`src/rtl/if_axi_read_bridge_pkg.sv`:
```
// Shared AXI attribute/response codes, fetch-size encodings and bridge state
// encoding for the instruction-fetch AXI bridges.
package if_axi_read_bridge_pkg;

  localparam logic [2:0] AXI_SIZE_8B     = 3'b011;
  localparam logic [1:0] AXI_BURST_INCR  = 2'b01;
  localparam logic [2:0] AXI_PROT_IFETCH = 3'b100;
  localparam logic [7:0] AXI_LEN_SINGLE  = 8'd0;

  localparam logic [1:0] AXI_RESP_OKAY   = 2'b00;
  localparam logic [1:0] AXI_RESP_SLVERR = 2'b10;
  localparam logic [1:0] AXI_RESP_DECERR = 2'b11;

  localparam logic [1:0] IF_SIZE_BYTE  = 2'b00;
  localparam logic [1:0] IF_SIZE_HALF  = 2'b01;
  localparam logic [1:0] IF_SIZE_WORD  = 2'b10;
  localparam logic [1:0] IF_SIZE_DWORD = 2'b11;

  localparam logic [1:0] ST_IDLE = 2'd0;
  localparam logic [1:0] ST_ADDR = 2'd1;
  localparam logic [1:0] ST_DATA = 2'd2;
  localparam logic [1:0] ST_DONE = 2'd3;

  // A request is naturally aligned when the low address bits below its size are zero.
  function automatic logic is_aligned(input logic [2:0] offset, input logic [1:0] size);
    logic ok;
    case (size)
      IF_SIZE_BYTE: ok = 1'b1;
      IF_SIZE_HALF: ok = (offset[0] == 1'b0);
      IF_SIZE_WORD: ok = (offset[1:0] == 2'b00);
      default:      ok = (offset == 3'b000);
    endcase
    return ok;
  endfunction

endpackage

```
`src/rtl/if_rdata_align.sv`:
```
// Extracts a 1/2/4/8-byte field from a 64-bit beat at the given byte offset,
// right-aligned and zero-extended.
module if_rdata_align
  import if_axi_read_bridge_pkg::*;
(
  input  logic [63:0] beat,
  input  logic [2:0]  offset,
  input  logic [1:0]  size,
  output logic [63:0] data
);

  logic [63:0] shifted;

  assign shifted = beat >> {offset, 3'b000};

  always_comb begin
    data = 64'd0;
    case (size)
      IF_SIZE_BYTE: data = {56'd0, shifted[7:0]};
      IF_SIZE_HALF: data = {48'd0, shifted[15:0]};
      IF_SIZE_WORD: data = {32'd0, shifted[31:0]};
      default:      data = shifted;
    endcase
  end

endmodule

```
`src/rtl/if_axi_read_bridge.sv`:
```
// Instruction-fetch responder: turns one if_* fetch into a single-beat AXI4
// read and returns the size-aligned data with the AXI response code.
module if_axi_read_bridge
  import if_axi_read_bridge_pkg::*;
#(
  parameter int AXI_ID       = 0,
  parameter int AXI_ID_WIDTH = 4
) (
  input  logic                    clock,
  input  logic                    reset,
  input  logic                    if_valid,
  input  logic [63:0]             if_addr,
  input  logic [1:0]              if_size,
  output logic                    if_ready,
  output logic [63:0]             if_data_read,
  output logic [1:0]              if_resp,
  output logic                    ar_valid,
  input  logic                    ar_ready,
  output logic [63:0]             ar_addr,
  output logic [AXI_ID_WIDTH-1:0] ar_id,
  output logic [7:0]              ar_len,
  output logic [2:0]              ar_size,
  output logic [1:0]              ar_burst,
  output logic [2:0]              ar_prot,
  input  logic                    r_valid,
  output logic                    r_ready,
  input  logic [63:0]             r_data,
  input  logic [1:0]              r_resp,
  input  logic                    r_last,
  input  logic [AXI_ID_WIDTH-1:0] r_id
);

  logic [1:0]  state_reg;
  logic [63:0] addr_reg;
  logic [1:0]  size_reg;
  logic [63:0] data_reg;
  logic [1:0]  resp_reg;
  logic [63:0] aligned_data;

  // Single-beat, single-ID slave: last and ID carry no information here.
  logic unused_r_fields;
  assign unused_r_fields = r_last ^ (^r_id);

  if_rdata_align u_align (
    .beat   (r_data),
    .offset (addr_reg[2:0]),
    .size   (size_reg),
    .data   (aligned_data)
  );

  always_ff @(posedge clock) begin
    if (reset) begin
      state_reg <= ST_IDLE;
      addr_reg  <= 64'd0;
      size_reg  <= IF_SIZE_BYTE;
      data_reg  <= 64'd0;
      resp_reg  <= AXI_RESP_OKAY;
    end else begin
      case (state_reg)
        ST_IDLE: begin
          if (if_valid) begin
            addr_reg <= if_addr;
            size_reg <= if_size;
            if (is_aligned(if_addr[2:0], if_size)) begin
              state_reg <= ST_ADDR;
            end else begin
              // Misaligned fetches are rejected locally without touching AXI.
              state_reg <= ST_DONE;
              data_reg  <= 64'd0;
              resp_reg  <= AXI_RESP_SLVERR;
            end
          end
        end
        ST_ADDR: begin
          if (ar_ready) state_reg <= ST_DATA;
        end
        ST_DATA: begin
          if (r_valid) begin
            data_reg  <= aligned_data;
            resp_reg  <= r_resp;
            state_reg <= ST_DONE;
          end
        end
        default: state_reg <= ST_IDLE;
      endcase
    end
  end

  assign if_ready     = (state_reg == ST_DONE);
  assign ar_valid     = (state_reg == ST_ADDR);
  assign r_ready      = (state_reg == ST_DATA);
  assign if_data_read = data_reg;
  assign if_resp      = resp_reg;

  assign ar_addr  = {addr_reg[63:3], 3'b000};
  assign ar_id    = AXI_ID_WIDTH'(AXI_ID);
  assign ar_len   = AXI_LEN_SINGLE;
  assign ar_size  = AXI_SIZE_8B;
  assign ar_burst = AXI_BURST_INCR;
  assign ar_prot  = AXI_PROT_IFETCH;

endmodule

```
`config.mk`:
```
export PLATFORM = sky130hd
export DESIGN_NAME = if_axi_read_bridge
export DESIGN_NICKNAME = d
export VERILOG_FILES = /design/src/rtl/if_axi_read_bridge_pkg.sv /design/src/rtl/if_rdata_align.sv /design/src/rtl/if_axi_read_bridge.sv
export SDC_FILE = /design/constraint.sdc
export NUM_CORES = 1
export LEC_CHECK = 0
export CORE_UTILIZATION = 47
export CTS_CLUSTER_SIZE = 40
export DETAILED_ROUTE_END_ITERATION = 7
export PLACE_DENSITY_LB_ADDON = 0.15
export SLEW_MARGIN = 25
export SYNTH_ARGS = -nofsm -noshare
export SYNTH_HDL_FRONTEND = slang
export SYNTH_SLANG_ARGS = --single-unit
```
`constraint.sdc`:
```
create_clock -name clock -period 3.1 [get_ports clock]
set_input_delay 0.31 -clock clock [delete_from_list [all_inputs] [get_ports clock]]
set_output_delay 0.31 -clock clock [all_outputs]
set_load 0.1 [all_outputs]
```
== After elaboration in Yosys (flattened, before gate mapping) ==
Index checks and enable logic that the tools add are counted.

* Bits in registers: 134
* Input port bits: 142
* Output and inout bits: 153
* Logic and storage cells: 45

* Equality and inequality tests: 11
* Shifts and indexed selects: 1
* Multiplexer cells: 18
* Bitwise operators: 1
* Reductions and logical operators: 9

{| class="wikitable"
|+ Operator list
! kind !! number
|-
| $mux 64 || 3
|-
| $pmux 64 s3 || 1
|-
| $pmux 64 s2 || 1
|-
| $shr 64x6->64 || 1
|-
| $mux 2 || 7
|-
| $eq 2x2->1 const B || 4
|-
| $logic_not 2->1 || 4
|-
| $eq 2x1->1 const B || 3
|-
| $ne 2x2->1 const B || 3
|-
| $pmux 2 s3 || 1
|-
| $pmux 2 s2 || 1
|-
| $reduce_and 4->1 || 1
|-
| $logic_not 3->1 || 1
|-
| $mux 1 || 3
|-
| $pmux 1 s3 || 1
|-
| $reduce_and 3->1 || 1
|-
| $ne 2x1->1 const B || 1
|-
| $reduce_and 2->1 || 1
|-
| $reduce_bool 2->1 || 1
|-
| $not 1->1 || 1
|}

== Depth between registers and ports, before layout ==
* Depth in word-level cells: 8
* Depth in mapped cells: 8
* Depth with buffers taken out: 6

== Hierarchy ==
A second synthesis with hierarchy kept.

* Cells, all modules: 945
* Area, all modules: 7514.7 um^2

{| class="wikitable"
|+ By module, submodules not included
! module !! times used !! cells each !! area an instance (um^2) !! sequential area each (um^2)
|-
| if_axi_read_bridge || 1 || 708 || 5734.2 || 2682.6
|-
| if_rdata_align || 1 || 237 || 1780.5 || 0.0
|}

== Worst setup path before layout ==
Ideal clock, no wire load.

* Path type: reg2reg
* From: reg state_reg[0]
* To: reg data_reg[48] (netlist: if_data_read[48])
* Library setup time: 0.116 ns
* Arrival time: 2.265 ns
* Data required time: 2.984 ns
* Slack: 0.718 ns
* Stages on the path, launching flop included: 8
* Path buffers: 1
* Period minus slack after synthesis: 2.382 ns
* Cell sequence: dfxtp_1 -> inv_1 -> ha_1 -> nor2_1 -> nor2_4 -> buf_2 -> nand2_2 -> a31o_2

* Word-level cells in the longest chain between the ends: 3
* Elaborated cells between the ends (all ways): 8
* Classes of those cells: eq/ne (4); mux (1); reduce/logical (3)

{| class="wikitable"
|+ RTL lines
! what !! line !! source
|-
| start: declaration || if_axi_read_bridge.sv:33 || <nowiki>logic [1:0] state_reg;</nowiki>
|-
| start signal: assignment || if_axi_read_bridge.sv:53 || <nowiki>state_reg <= ST_IDLE;</nowiki>
|-
| start signal: assignment || if_axi_read_bridge.sv:65 || <nowiki>state_reg <= ST_ADDR;</nowiki>
|-
| start signal: assignment || if_axi_read_bridge.sv:68 || <nowiki>state_reg <= ST_DONE;</nowiki>
|-
| $eq 2x2->1 (*) || -- ||
|-
| via r_ready || if_axi_read_bridge.sv:26 || <nowiki>output logic r_ready,</nowiki>
|-
| $ne 2x2->1 (no source line) or $reduce_bool 2->1 (tied branches) || -- ||
|-
| $reduce_and 4->1 (no source line) || -- ||
|-
| end signal: assignment || if_axi_read_bridge.sv:79 || <nowiki>data_reg <= aligned_data;</nowiki>
|-
| end: declaration || if_axi_read_bridge.sv:36 || <nowiki>logic [63:0] data_reg;</nowiki>
|}

The timed path passes the listed nets; every way through them passes the cells marked *.
A chain may end at the register's enable or synchronous reset.

== Worst setup path in the final report ==
* From: reg state_reg[0]
* To: reg data_reg[27] (netlist: if_data_read[27])

* Word-level cells in the longest chain between the ends: 3
* Elaborated cells between the ends (all ways): 8
* Classes of those cells: eq/ne (4); mux (1); reduce/logical (3)

{| class="wikitable"
|+ RTL lines
! what !! line !! source
|-
| $eq 2x2->1 or $logic_not 2->1 (tied branches) || if_axi_read_bridge.sv:59 || <nowiki>case (state_reg)</nowiki>
|-
| $ne 2x2->1 (no source line) or $reduce_bool 2->1 (tied branches) || -- ||
|-
| $reduce_and 4->1 (no source line) || -- ||
|}

Several ways; a longest one is shown, not always the timed one.

==> results.tsv <==
metric	value	unit
ys_dominant_reg_cell	dfxtp_1	
grt_pass1_wl	33500	um
max_freq	438	MHz
setup_tns	0	ps
rr_worst_depth	7	
hold_start	reset	
die_h	126	um
start_kind	flip-flop	
clock_latency	420	ps
p_per_area	762	nW/um2
slew_viol_final	0	
worstHoldEndpoint	addr_reg[11]	
fp.dieW	126	um
netlist.area_leader.share	0.370	
synth-seq-cells	134	
fp-row-count	45	
seq_area_frac_synth	0.370	
async_flop_share	0	
dieArea	15900	um2
cts_buffers	17	
path_class	flip-flop to flip-flop	
synth_edf_count	0	
port_buffers	266	
p_leak	0.00366	uW
hold_viol_final	0	
drv_cap	0	
rrSetupSlack	820	ps
drtIter0Drc	496	
tightestPinTransition	1020	ps
diodes	0	
cp.required	3430	ps
post-cts-setup-buffers	0	
critPathCaptureType	flip-flop	
synthTopCellsByArea	dfxtp_1, mux2i_1, buf_4	
yosysMostFrequentCell	nand2_1	
clk_path_buf_depth	2	
start_util	0.478	
outcome	finished, final reports clean	
antenna_found_initial	0	
areaGrowthSynthToFinish	36.8	%
critPathArrivalTime	2620	ps
postRouteAntennaNets	0	
routedWlPerCell	17.7	um
relSlewSlack	0.317	
place_congestion	0.924	
layout-drive-gt1-share	0.113	
core-area	15100	um2
hp-class	primary input to flip-flop	
holdPathStages	2	
grt_remaining_overflow	0	
reg2reg_from	state_reg[0]	
skew	11.9	ps
wl	21400	um
final_core_util	0.655	
synth_area	7250	um2
track_usage	0.268	
syn_inst	831	
ir_drop	0.573	mV
setup_viol_count_final	0	
cts_root_buf	clkbuf_16	
clock_sinks	134	
synthTopCellsByCount	nand2_1, dfxtp_1, buf_4, mux2i_1, a21oi_1	
cts_hold_buf	0	
rsz0062_at_grt	no	
drc	0	
via_per_inst	5.44	
vias	6551	
finalCritPeriodShare	0.737	
ctsResizeCount	0	
yosys_warnings	0	
layout.nets	1150	
grt_pass1_vias	6297	
io_pins	295	
htreeDepth	4	
cts_tree	done	
layout_min_cycle_time	2280	ps
grt_max_degree	67	
path_clk_slew	60	ps
avgSynthCellArea	8.72	um2
worstPathMaxFanout	17	
dp_hpwl	15300	um
reg2reg_to	if_data_read[27]	
ys_types	48	
yosysTopAreaCell	dfxtp_1	
dr.pass1.iters	5	
[metrics by stage]
step	setup WS [ps]	area, um2	instances	total power [uW]	hold slack [ps]
CTS	804	9910	1205	7580	234
global route	657	9910	1205	7890	242
detailed placement	689	9310	1173	5510	445
global placement	738	9310	1173	5490	440
finish	817	9910	1205	7550	239
floorplan	718	7330	852	4880	437
[layout by cell type (no fill, tap or decap), drive strengths merged, types with 4 or more instances in the layout]
master         instances
nor2                  10
nand2                167
a21oi                 78
ha                     4
o21ai                 41
a31o                   8
o32ai                  6
buf                   49
a32o                   8
dfxtp                134
clkdlybuf4s50        232
clkbuf                20
conb                  23
mux2                   4
a22oi                 16
mux4                   5
mux2i                 87
and2                   4
nand4                 24
o2bb2ai               38
and4bb                 8
inv                   18
[worst max-delay path, stage by stage (launching register included)]
cell and delay [ps]:
dfxtp_1 370, inv_1 80, ha_1 300, nor2_1 250, nor2_4 70, a21oi_2 630, buf_4 370, o2bb2ai_1 140
[final cells by class]
cell class              count  area [um2]
repair buffers            281        2730
multi-input cells         557        3610
clock buffers              20         467
fillers                  1318        5230
flip-flops and latches    134        2690
well taps                 188         235
inverters                  13        48.8
clock inverters            12         138
[worst max-delay path by stage]
stage	start	end	slack, ps	cells after the start
floorplan	state_reg[0]	if_data_read[48]	720	7
global placement	if_valid	if_data_read[31]	740	6
detailed placement	if_valid	if_data_read[31]	690	6
CTS	state_reg[0]	if_data_read[0]	800	7
global route	state_reg[0]	if_data_read[9]	660	7
finish	state_reg[0]	if_data_read[27]	820	7
[kinds of logic (layout without fill, tap and decap cells)]
logic type | Yosys count | count (layout) | synth area share
adder cells (fa/ha/maj) | 4 | 4 | 0.00691
AO/OA/AOI/OAI | 208 | 208 | 0.191
multiplexers | 96 | 96 | 0.142
buffers and inverters | 161 | 326 | 0.142
other | 2 | 23 | 0.00104
flip-flops | 134 | 134 | 0.370
AND/OR/NAND/NOR | 226 | 226 | 0.147
[routing by layer]
metal,up-vias,track usage,part of all wire
met5,-,0,0
met4,0,0.0964,0.025
met3,37,0.0854,0.083
met2,291,0.444,0.48
met1,3027,0.326,0.41
li1,3196,-,-
[power by group]
| part | internal [uW] | leakage, uW | switching [uW] |
|---|---|---|---|
| Clock | 1260 | 0.000294 | 800 |
| Sequential | 1900 | 0.00109 | 126 |
| Combinational | 942 | 0.00228 | 2530 |
(Power assumes the default switching activity.)
